**src/rtl/subn_pkg.sv**
```systemverilog
// Shared types and helpers for the digit-serial subtractor subn_serial.
// Optional signed-overflow output is enabled by defining SUBN_OVF_EN.
package subn_pkg;

  typedef enum logic [1:0] {
    IDLE = 2'd0,
    RUN  = 2'd1,
    DONE = 2'd2
  } subn_state_e;

  // Chunk counter width; a single-chunk build still needs a 1-bit counter.
  function automatic int cnt_width(input int n_bits, input int digit_w);
    int w;
    w = $clog2(n_bits / digit_w);
    return (w < 1) ? 1 : w;
  endfunction

endpackage

```
**src/rtl/subn_digit.sv**
```systemverilog
// Combinational W-bit subtract cell: {bout, Dc} = Xc - Yc - bin.
module subn_digit #(
  parameter int W = 4
) (
  input  logic [W-1:0] xc,
  input  logic [W-1:0] yc,
  input  logic         bin,
  output logic [W-1:0] dc,
  output logic         bout
);

  logic [W:0] diff;

  // The extra top bit goes to 1 exactly when the chunk result is negative.
  assign diff = {1'b0, xc} - {1'b0, yc} - {{W{1'b0}}, bin};
  assign dc   = diff[W-1:0];
  assign bout = diff[W];

endmodule

```
**src/rtl/subn_serial.sv**
```systemverilog
// Digit-serial n-bit subtractor D = X - Y - borrowin, W bits per cycle, valid/ready on both sides.
// Define SUBN_OVF_EN to add the ovf output (two's-complement overflow of the subtraction).
module subn_serial
  import subn_pkg::*;
#(
  parameter int n = 16,
  parameter int W = 4
) (
  input  logic         clk,
  input  logic         sreset,
  input  logic         in_valid,
  output logic         in_ready,
  input  logic         borrowin,
  input  logic [n-1:0] X,
  input  logic [n-1:0] Y,
  output logic         out_valid,
  input  logic         out_ready,
  output logic [n-1:0] D,
`ifdef SUBN_OVF_EN
  output logic         ovf,
`endif
  output logic         borrowout
);

  localparam int CW     = cnt_width(n, W);
  localparam int NCHUNK = n / W;
  localparam logic [CW-1:0] LAST = CW'(NCHUNK - 1);

  subn_state_e   state_q;
  logic [CW-1:0] cnt_q;
  logic          b_q;
  logic [n-1:0]  x_q;
  logic [n-1:0]  y_q;
  logic [n-1:0]  res_q;
  logic [n-1:0]  res_d;
  logic [n-1:0]  d_q;
  logic          bo_q;
  logic          in_ready_q;
  logic          out_valid_q;
`ifdef SUBN_OVF_EN
  logic          ovf_q;
`endif

  int            base;
  logic [W-1:0]  xc;
  logic [W-1:0]  yc;
  logic [W-1:0]  dc;
  logic          bout;

  assign base = int'(cnt_q) * W;
  assign xc   = x_q[base +: W];
  assign yc   = y_q[base +: W];

  // One cell, time-multiplexed across the chunks by cnt_q.
  subn_digit #(.W(W)) u_digit (
    .xc   (xc),
    .yc   (yc),
    .bin  (b_q),
    .dc   (dc),
    .bout (bout)
  );

  // Partial result with the current chunk merged in; on the last chunk this is the full D.
  always_comb begin
    res_d            = res_q;
    res_d[base +: W] = dc;
  end

  always_ff @(posedge clk) begin
    if (sreset) begin
      state_q     <= IDLE;
      cnt_q       <= '0;
      b_q         <= 1'b0;
      x_q         <= '0;
      y_q         <= '0;
      res_q       <= '0;
      d_q         <= '0;
      bo_q        <= 1'b0;
      in_ready_q  <= 1'b1;
      out_valid_q <= 1'b0;
`ifdef SUBN_OVF_EN
      ovf_q       <= 1'b0;
`endif
    end else begin
      case (state_q)
        IDLE: begin
          if (in_valid) begin
            x_q        <= X;
            y_q        <= Y;
            b_q        <= borrowin;
            cnt_q      <= '0;
            in_ready_q <= 1'b0;
            state_q    <= RUN;
          end
        end
        RUN: begin
          res_q <= res_d;
          b_q   <= bout;
          cnt_q <= cnt_q + 1'b1;
          if (cnt_q == LAST) begin
            cnt_q       <= '0;
            d_q         <= res_d;
            bo_q        <= bout;
            out_valid_q <= 1'b1;
`ifdef SUBN_OVF_EN
            ovf_q       <= (x_q[n-1] != y_q[n-1]) && (res_d[n-1] != x_q[n-1]);
`endif
            state_q     <= DONE;
          end
        end
        DONE: begin
          // Inputs are deliberately not looked at here: no accept-on-handshake bypass.
          if (out_ready) begin
            out_valid_q <= 1'b0;
            in_ready_q  <= 1'b1;
            state_q     <= IDLE;
          end
        end
        default: begin
          state_q     <= IDLE;
          in_ready_q  <= 1'b1;
          out_valid_q <= 1'b0;
        end
      endcase
    end
  end

  assign in_ready  = in_ready_q;
  assign out_valid = out_valid_q;
  assign D         = d_q;
  assign borrowout = bo_q;
`ifdef SUBN_OVF_EN
  assign ovf       = ovf_q;
`endif

endmodule

```
**config.mk**
```make
export PLATFORM = sky130hd
export DESIGN_NAME = subn_serial
export DESIGN_NICKNAME = d
export VERILOG_FILES = /design/src/rtl/subn_pkg.sv /design/src/rtl/subn_digit.sv /design/src/rtl/subn_serial.sv
export SDC_FILE = /design/constraint.sdc
export NUM_CORES = 1
export LEC_CHECK = 0
export CELL_PAD_IN_SITES_DETAIL_PLACEMENT = 2
export CELL_PAD_IN_SITES_GLOBAL_PLACEMENT = 2
export CORE_MARGIN = 2
export CORE_UTILIZATION = 32
export CTS_BUF_LIST = sky130_fd_sc_hd__clkbuf_16
export CTS_CLUSTER_SIZE = 30
export DETAILED_ROUTE_END_ITERATION = 12
export HOLD_SLACK_MARGIN = 0.15
export PLACE_DENSITY = 0.9
export SKIP_CTS_REPAIR_TIMING = 1
export SLEW_MARGIN = 10
export SYNTH_ARGS = -nofsm -noshare
export SYNTH_HDL_FRONTEND = slang
export SYNTH_HIERARCHICAL = 1
export SYNTH_SLANG_ARGS = --single-unit
```
**constraint.sdc**
```tcl
create_clock -name clk -period 4 [get_ports clk]
set_input_delay 1.2 -clock clk [delete_from_list [all_inputs] [get_ports clk]]
set_output_delay 1.2 -clock clk [all_outputs]
set_load 0.1 [all_outputs]
```
# Yosys cells after proc, flatten, opt, wreduce, memory -nomap -nowiden
# Cells that the tools add are included.
# word_totals
word_cells	50
ff_bits	72
out_inout_bits	19
input_bits	37
# op_classes
reduce_logical	8
add_sub_neg	4
eq_ne	6
mux	16
bitwise_logic	2
n_shift	4
# op_table
operator	n
negator 4 -> 33 bit	1
variable shift 4 x 33 -> 16 bit (first input constant)	1
variable part select 4 x 33 -> 16 bit	1
variable part select 16 x 5 -> 4 bit	2
bitwise mux 16 bit	1
2-to-1 mux 2 bit	5
AND reduction 3 bit	3
!= test 2 bit (second input constant)	3
case mux 1 bit (3 select lines)	2
case mux 2 bit (3 select lines)	1
AND reduction 2 bit	3
2-to-1 mux 1 bit	5
subtractor 4 x 4 -> 5 bit	1
subtractor 5 x 1 -> 5 bit	1
equality test 2 bit (second input constant)	2
case mux 2 bit (2 select lines)	1
adder 2 x 1 -> 2 bit (second input constant)	1
equality test 2 x 1 -> 1 bit (second input constant)	1
logical NOT 2 bit	1
inverter 1 bit	2
case mux 1 bit (2 select lines)	1
nonzero test 2 bit	1

# Logic depth before layout (Yosys ltp)
# depth
depth_word	5
mapped_depth	11
depth_no_buf	10

# Modules after synthesis
# The synthesis kept the hierarchy.
# modules_own_cells
module	n_inst	seq_area_each_um2	area_per_inst_um2	cells_per_inst
subn_serial	1	1441.4	3108.0	345
subn_digit	1	0.0	207.7	24

# Worst setup path before layout
# No wires, ideal clock.
# synth_path
path_type	flip-flop to flip-flop
startpoint	register cnt_q[0]
endpoint	register d_q[11] (netlist: D[11])
t_required_ps	3909
arrival_ps	2746
path_stages_with_launch	11
setup_ps	91
path_slack_ps	1163
period_less_slack_ps	2837
n_path_buf	1
cell_sequence	dfxtp_1 -> buf_4 -> mux4_2 -> inv_1 -> fa_1 -> ha_1 -> o21ai_0 -> nand3b_1 -> xor2_1 -> nand3_1 -> a311oi_1
# synth_between
elab_chain_len	5
elab_cells_between_ends	10
cone_classes	add/sub (3); eq/ne (1); shift (4); mux (1); reduce/logical (1)
# synth_lines
element	line_no	text
from (decl)	subn_serial.sv:30	logic [CW-1:0] cnt_q;
from (signal assigned)	subn_serial.sv:99	cnt_q <= cnt_q + 1'b1;
variable part select 16 x 5 -> 4 bit	subn_serial.sv:52	assign yc = y_q[base +: W];
named net yc[0]	subn_serial.sv:46	logic [W-1:0] yc;
subtractor 4 x 4 -> 5 bit	subn_digit.sv:15	assign diff = {1'b0, xc} - {1'b0, yc} - {{W{1'b0}}, bin};
subtractor 5 x 1 -> 5 bit	subn_digit.sv:15	
named net dc[3]	subn_serial.sv:47	logic [W-1:0] dc;
variable part select 4 x 33 -> 16 bit	subn_serial.sv:66	res_d[base +: W] = dc;
bitwise mux 16 bit	subn_serial.sv:66	
to (signal assigned)	subn_serial.sv:102	d_q <= res_d;
to (decl)	subn_serial.sv:36	logic [n-1:0] d_q;
# The timed path passes the listed nets, and every way through them passes these cells.
# A chain may end at the register's enable or synchronous reset.

# Worst setup path in the final report
# layout_path
startpoint	register cnt_q[0]
endpoint	register res_q[7]
# layout_between
elab_chain_len	5
elab_cells_between_ends	8
cone_classes	add/sub (3); shift (4); mux (1)
# layout_lines
element	line_no	text
variable part select 16 x 5 -> 4 bit	subn_serial.sv:51	assign xc = x_q[base +: W];
named net xc[0]	subn_serial.sv:45	logic [W-1:0] xc;
subtractor 4 x 4 -> 5 bit	subn_digit.sv:15	
subtractor 5 x 1 -> 5 bit	subn_digit.sv:15	
named net dc[3]	subn_serial.sv:47	
variable part select 4 x 33 -> 16 bit	subn_serial.sv:66	
bitwise mux 16 bit	subn_serial.sv:66	
to (signal assigned)	subn_serial.sv:97	res_q <= res_d;
to (decl)	subn_serial.sv:34	logic [n-1:0] res_q;
# The timed path passes the listed nets, and every way through them passes these cells.

==> flow_summary.json <==
{
  "critPathLaunch": "cnt_q[0]",
  "power.share.clock": 0.454,
  "synthTopCellsByArea": "dfxtp_1 43%, nand2_1 8.3%, a21oi_1 7.2%, mux4_2 5.4%, ha_1 4.5%",
  "antenna_found_initial": 0,
  "layout_setup_ws_ns": 0.657,
  "port_buffers": 55,
  "hold_start": "x_q[14]",
  "ys_types": 41,
  "cp-start-kind": "register",
  "via_per_inst": 5.17,
  "syn2layout_area_growth_pct": 26.9,
  "grt_max_degree": 43,
  "power.leakage_nw": 1.51,
  "grt_pass1_vias": 3199,
  "setup_viol": 0,
  "antenna_left": 0,
  "worstMarginPinSlew_ns": 1.02,
  "max_freq_mhz": 299,
  "syn_area_um2": 3320,
  "rsz0062_at_grt": "no",
  "netSwitchingFraction": 0.275,
  "synth_top_family_by_area": "simple AND/OR/NAND/NOR gates",
  "cts.sinks": 72,
  "rr_worst_depth": 9,
  "slew_violations": 0,
  "crit_type": "register to register",
  "die_height_um": 106,
  "p_sw_mw": 0.531,
  "finClkSkew_ns": 0.00815,
  "insertion_delay_ns": 0.34,
  "h-tree-depth": 3,
  "synthAdderAreaFrac": 0.0574,
  "relSlewSlack": 0.322,
  "final_common_cell": "nand2_1",
  "synth-compound-area-share": 0.174,
  "power_frac_seq": 0.399,
  "drcViolationCount": 0,
  "fp.dieArea_um2": 11200,
  "fin_tns_setup_ns": 0,
  "worstPathArrival_ns": 3.60,
  "core-area_um2": 10200,
  "drtIter0Drc": 105,
  "hold_violations": 0,
  "wl_per_cell_um": 19.1,
  "detailedPlace.worstSlack_ns": 0.717,
  "layout.nets": 466,
  "firstDrtPassIters": 4,
  "synthFlopType": "dfxtp_1",
  "total_power_mw": 1.93,
  "avgSynthCellArea_um2": 8.99,
  "min_period_ns": 3.34,
  "ir_worst_vdd_mv": 0.211,
  "hold_path.class": "register to register",
  "num_rows": 37,
  "status": "completed",
  "cts_buffer_depth": 2,
  "drt_wl_total_mm": 10.6,
  "synthArstFlopShare": 0,
  "fin_crit_sh": 0.836,
  "synth_top_area_share": 0.435,
  "yosysWarnings": 6,
  "pin_count": 56,
  "final_cell_mix": "73 x nand2_1, 72 x dfxtp_1, 48 x a21oi_1",
  "p_int_mw": 1.40,
  "post-place-cells": 540,
  "yosys.area.top_type": "dfxtp_1",
  "n_antenna_cell": 0,
  "cts_made_buffers": 9,
  "synthCells": 369,
  "crit_required_ns": 4.25,
  "syn_nets": 420,
  "power_density_nw_per_um2": 459,
  "synthMuxAreaShare": 0.0543,
  "drv_cap": 0,
  "yosysSeqAreaShare": 0.435,
  "final_util": 0.413,
  "grt_first_pass_wirelength_mm": 17.3,
  "seq_area_um2": 1440,
  "clockRootBuffer": "clkbuf_16",
  "hpwl_mm": 7.13,
  "cts_tree": "yes",
  "timing.rr.start": "cnt_q[0]",
  "place_congestion": 0.784,
  "n_fill_cell": 1123,
  "synthXorXnorAreaFrac": 0.0106,
  "clk_pin_slew_ns": 0.06,
  "pwr-share-comb": 0.147,
  "track_usage": 0.201,
  "finalNonFillerCells": 556,
  "drive_gt1_frac": 0.0976,
  "overflow": 0,
  "min_path_cells": 2,
  "yosys.area_share.simple": 0.205,
  "dr_total_vias": 2877,
  "multi_input_comb_area_um2": 1660,
  "end_kind": "register",
  "yosys_register_bits": 72,
  "initial_core_util": 0.326,
  "die_w_um": 106,
  "synth_edf_count": 0,
  "path_max_fanout": 8
}
-- routing by layer --
| layer | GRT usage | vias up | part of all wire |
|---|---|---|---|
| li1 | - | 1374 | - |
| met3 | 0.0402 | 20 | 0.029 |
| met2 | 0.370 | 55 | 0.52 |
| met5 | 0 | - | 0 |
| met4 | 0.0799 | 0 | 0.024 |
| met1 | 0.227 | 1428 | 0.42 |
-- worst paths after layout --
path	endpoint	slack, ns
hold reg to reg	x_q[14]	0.46
setup / recovery	res_q[7]	0.66
setup reg to reg	res_q[7]	0.66
hold / removal	x_q[14]	0.46
-- per-stage QoR --
stage          hold slack (ns)  area [µm²]
3_5_place_dp             0.454        3890
2_1_floorplan            0.433        3320
5_1_grt                  0.471        4210
3_3_place_gp             0.444        3890
4_1_cts                  0.467        4210
6_report                 0.465        4210
-- flip-flops by register name (all words and copies together), names as in the netlist --
| name | flops |
|---|---|
| res_q | 16 |
| y_q | 16 |
| x_q | 16 |
| out_valid | 1 |
| borrowout | 1 |
| state_q | 2 |
| b_q | 1 |
| cnt_q | 2 |
| in_ready | 1 |
| D | 16 |
-- synthesized netlist by cell type (all sizes together) (8+ instances only) --
cell type / count
a21oi: 49
buf: 17
dfxtp: 72
ha: 12
inv: 16
mux4: 8
nand2: 73
nand3: 12
nor2: 26
o2bb2ai: 10
-- area by class of cell --
type | instances | area share
clock buffers | 9 | 0.0535
inverters | 16 | 0.0143
multi-input cells | 257 | 0.394
repair buffers | 59 | 0.132
flip-flops and latches | 72 | 0.343
well taps | 136 | 0.0404
clock inverters | 7 | 0.0229
-- logic make-up after synthesis --
kind of cell | after synthesis
AOI/OAI and AO/OA | 89
xor gates and xnor gates | 4
adders and majority gates | 14
buffers and inverters | 40
DFF | 72
muxes | 8
and+or+nand+nor | 142
-- worst max-delay path, stage by stage (launching register included) --
cell and delay, ns:
dfxtp_1 0.57, mux4_2 0.59, fa_1 0.59, inv_1 0.07
ha_1 0.17, o21ai_0 0.16, nand3b_1 0.13, xor2_1 0.51
nand2_1 0.23, o2bb2ai_1 0.24
-- power groups by stage --
stage	combinational [mW]	clock, mW	sequential, mW
final	0.284	0.878	0.771
after CTS	0.284	0.897	0.771
after global routing	0.307	0.928	0.773
after floorplan	0.178	0	0.783
after global placement	0.259	0	0.780
after detailed placement	0.275	0	0.784
Note: power is estimated with default switching activity, not from simulation.
==> edit 1 (same flow settings) <==
Build with the macro `SUBN_OVF_EN` defined.
--- a/src/rtl/subn_serial.sv
+++ b/src/rtl/subn_serial.sv
@@ -1,5 +1,7 @@
 // Digit-serial n-bit subtractor D = X - Y - borrowin, W bits per cycle, valid/ready on both sides.
 // Define SUBN_OVF_EN to add the ovf output (two's-complement overflow of the subtraction).
+`define SUBN_OVF_EN
+
 module subn_serial
   import subn_pkg::*;
 #(
Function (old outputs only; new: ovf): kept (equiv_simple and equiv_induct, registers matched by name and starting in step).
==> edit 1 against the original RTL <==
Die area is 1.2% lower; total power is 0.98% higher; worst hold slack better by 0.00058 ns; synthesized area is 1.3% lower; design area is 0.59% higher; setup slack worse by 0.22 ns; sequential cell count is 1 higher; via count is 0.66% lower; routed wire length is 7.1% lower; sequential share of layout area is 0.27 points higher; critical endpoint is now ovf$_SDFFE_PP0P_.
==> edit 1: results <==
export IMPL_cp_max_fo=5
export IMPL_placement_rows=36
export IMPL_n_antenna_cell=0
export IMPL_clkTransAtPathRegs_ns=0.06
export IMPL_final_instance_count_excl_fill=556
export IMPL_slew_headroom=0.3015
export IMPL_pg_clk_uw=847
export IMPL_setup_viol=0
export IMPL_place_hpwl_um=6717
export IMPL_drt_total_wl_um=9872
export IMPL_grt_max_degree=37
export IMPL_avgSynthCellArea_um2=8.870
export IMPL_n_fill_cell=1067
export IMPL_critical_path_max_stage_delay_ns=0.59
export IMPL_ys_top_cells_by_count="dfxtp_1 (73), nand2_1 (65), nor2_1 (39)"
export IMPL_track_usage=0.1873
export IMPL_nets=469
export IMPL_yosysUniqueCellTypes=33
export IMPL_holdWs_ns=0.4655
export IMPL_clk_latency_ns=0.33
export IMPL_sequentialPowerShare=0.407
export IMPL_ir_drop_mv=0.1780
export IMPL_htreeDepth=3
export IMPL_r2r_setup_slack_ns=0.44
export IMPL_status="finished, final reports clean"
export IMPL_drtIter0Drc=69
export IMPL_placed_cells=540
export IMPL_crit_family="simple AND/OR/NAND/NOR gates"
export IMPL_cts_root_buf="clkbuf_16"
export IMPL_min_period_over_period=0.8908
export IMPL_synthArstFlopShare=0
export IMPL_port_buffers=56
export IMPL_power_leakage_nw=1.520
export IMPL_grt_pass1_vias=3245
export IMPL_seq_area_frac_synth=0.4465
export IMPL_p_switching_uw=512.5
export IMPL_yosys_warnings=6
export IMPL_vias_per_cell=5.140
export IMPL_synth_top_flop_cell="dfxtp_1"
export IMPL_synth_nets=420
export IMPL_hold_path_class="reg -> reg"
export IMPL_drtPass1Iterations=4
export IMPL_cp_slowest_cell="fa_1"
export IMPL_clock_skew_ns=0.009396
export IMPL_cts_buffer_depth=2
export IMPL_synth_area_leaders="dfxtp_1 (45%), a211oi_1 (7.6%), nand2_1 (7.5%), a21oi_1 (5.5%), mux4_2 (4.8%)"
export IMPL_grt_pass1_wl_um=16310
export IMPL_netSwitchingFraction=0.2626
export IMPL_dp_slack_ns=0.4991
export IMPL_antenna_found_initial=0
export IMPL_layout_drive_gt1_share=0.08274
export IMPL_place_gp_congestion=0.7854
export IMPL_cp_data_arrival_time_ns=3.81
export IMPL_numCtsBuffers=9
## edit 1: cell types whose count changed after synthesis, moves of 8 or more
cell,change
nand2_1,-8
o2bb2ai_1,-10
a31oi_1,+16
a211oi_1,+27
nor2b_1,+19
a21oi_1,-12
nand3_1,-10
nor2_1,+13
## edit 1: logic make-up after synthesis
logic type,synth area share
adders and majority gates,0.05810
xor gates and xnor gates,0.01070
and+or+nand+nor,0.1934
AOI/OAI and AO/OA,0.1800
muxes,0.05925
DFF,0.4465
buffers and inverters,0.05199
## edit 1: area by class of cell
class	count	area, µm²	share of cell area
Sequential cell	73	1461	0.3453
Tap cell	133	166.4	0.03931
Clock inverter	7	87.58	0.02069
Multi-Input combinational cell	261	1647	0.3890
Clock buffer	9	225.2	0.05321
Timing Repair Buffer	63	608.1	0.1437
Inverter	10	37.54	0.008868
## edit 1: stage by stage
step             util  cell area [µm²]
3_5_place_dp   0.3974             3920
3_3_place_gp   0.3974             3920
6_report       0.4291             4233
5_1_grt        0.4291             4233
2_1_floorplan       -             3273
4_1_cts        0.4291             4233
## edit 1: routing by layer
metal / GRT usage / vias up / wire, µm
li1: - / 1369 / -
met1: 0.1972 / 1382 / 3937
met2: 0.3576 / 78 / 5279
met3: 0.04055 / 29 / 336
met4: 0.07429 / 0 / 318
met5: 0 / - / 0
## edit 1: worst paths after layout
check / start / end / cells past startpoint
hold reg to reg: x_q[9]$_SDFFE_PP0P_ / x_q[9]$_SDFFE_PP0P_ / 2
setup / recovery: cnt_q[0]$_SDFFE_PP0P_ / ovf$_SDFFE_PP0P_ / 11
setup reg to reg: cnt_q[0]$_SDFFE_PP0P_ / ovf$_SDFFE_PP0P_ / 11
hold / removal: x_q[9]$_SDFFE_PP0P_ / x_q[9]$_SDFFE_PP0P_ / 2
==> edit 2 (same settings) <==
Made on the original files. Reset style: asynchronous (`sreset`), changed in one clocked block.
--- a/src/rtl/subn_serial.sv
+++ b/src/rtl/subn_serial.sv
@@ -66,7 +66,7 @@
     res_d[base +: W] = dc;
   end
 
-  always_ff @(posedge clk) begin
+  always_ff @(posedge clk or posedge sreset) begin
     if (sreset) begin
       state_q     <= IDLE;
       cnt_q       <= '0;
Check against the original RTL: differs if sreset is asserted again (counterexample within 4 cycles, from zero or initial values and one cycle with sreset high); with sreset held inactive, the same outputs for 10 cycles.
==> edit 2 against the original RTL <==
Setup slack better by 0.14 ns; synthesized area is 7.5% higher; routed wire length fell by 17%; sequential cell count is the same; worst hold slack gained 0.021 ns; first-iteration DRC count decreased by 52%; design area up 5.5%.
Power is left out: the tool's default activity adds up to more than one toggle a clock period on the data nets, which glitch-free logic cannot reach.
==> edit 2: results <==
export IMPL_grt_pass1_wl_um=14710
export IMPL_slew_headroom=0.3521
export IMPL_synthArstFlopShare=1.000
export IMPL_met1_usage=0.2029
export IMPL_synth_area_leaders="dfrtp_1 (50%), mux2_2 (10%), mux4_2 (5.1%), ha_1 (4.2%), a32o_1 (3.4%)"
export IMPL_grt_max_degree=44
export IMPL_multi_input_area_share=0.3527
export IMPL_n_fill_cell=1111
export IMPL_placed_cells=465
export IMPL_place_hpwl_um=6309
export IMPL_htreeDepth=3
export IMPL_clk_share=0.05667
export IMPL_critical_path_max_stage_delay_ns=0.56
export IMPL_wl_per_cell_um=18.35
export IMPL_synth_nets=335
export IMPL_synth_compound_area_frac=0.1007
export IMPL_dr_max_layer_used="met4"
export IMPL_area_growth_synth_to_final_pct=24.46
export IMPL_buffers=64
export IMPL_r2r_start="cnt_q[0]$_DFFE_PP0P_"
export IMPL_largestClassByArea="flip-flops and latches"
export IMPL_vias_per_cell=5.094
export IMPL_netlist_area_mm2=0.003566
export IMPL_r2r_setup_slack_ns=0.79
export IMPL_wl_met1_um=3815
export IMPL_clock_skew_ns=0.006505
export IMPL_synth_cells=284
export IMPL_seq_area_mm2=0.001803
export IMPL_use_met2=0.2800
export IMPL_track_usage=0.1623
export IMPL_yosysUniqueCellTypes=41
export IMPL_dp_slack_ns=0.8448
export IMPL_drtIter0Drc=50
export IMPL_clkbuf_count=9
export IMPL_synth_adder_area_share=0.05333
export IMPL_nets=387
export IMPL_cp_data_arrival_time_ns=3.45
export IMPL_hold_end="res_q[2]$_DFFE_PP0P_"
export IMPL_buffer_area_frac=0.1348
export IMPL_min_path_cells=1
export IMPL_grt_pass1_vias=2740
export IMPL_status="finished, final reports clean"
export IMPL_place_area_mm2=0.004187
export IMPL_via_count=2440
export IMPL_synth_xor_area_frac=0.009825
export IMPL_inverters=12
export IMPL_seq_area_frac_synth=0.5056
export IMPL_grt_util_met3=0.04031
export IMPL_layout_drive_gt1_share=0.2537
export IMPL_rr_endpoint="D[7]$_DFFE_PP0P_"
export IMPL_cp_slowest_cell="xor2_1"
export IMPL_wl_met3_um=325
export IMPL_multi_input_cells=177
export IMPL_met2RoutedLength_um=4552
export IMPL_holdWs_ns=0.4855
export IMPL_ys_top_cells_by_count="dfrtp_1 (71), mux2_2 (33), nor2_1 (16)"
export IMPL_synth_mux_area_fraction=0.1716
export IMPL_place_gp_congestion=0.7790
export IMPL_min_delay_start="res_q[2]$_DFFE_PP0P_"
edit 2: cell types whose count changed after synthesis, moves of 10 or more:
cell,unedited run,this run
dfxtp_1,72,0
dfrtp_1,0,71
nand2_1,73,11
a21oi_1,48,10
mux2_2,0,33
a32o_1,0,12
nand3_1,12,1
nor2_1,26,16
edit 2: worst max path at each step:
stage / slack [ns] / to / cells past startpoint / start
floorplan: 0.98 / D[0]$_DFFE_PP0P_ / 1 / sreset
global placement: 1.05 / y_q[2]$_DFFE_PP0P_ / 5 / in_valid
detailed placement: 0.84 / D[7]$_DFFE_PP0P_ / 9 / cnt_q[0]$_DFFE_PP0P_
CTS: 0.81 / D[7]$_DFFE_PP0P_ / 9 / cnt_q[0]$_DFFE_PP0P_
global route: 0.63 / D[7]$_DFFE_PP0P_ / 9 / cnt_q[0]$_DFFE_PP0P_
finish: 0.79 / D[7]$_DFFE_PP0P_ / 9 / cnt_q[0]$_DFFE_PP0P_
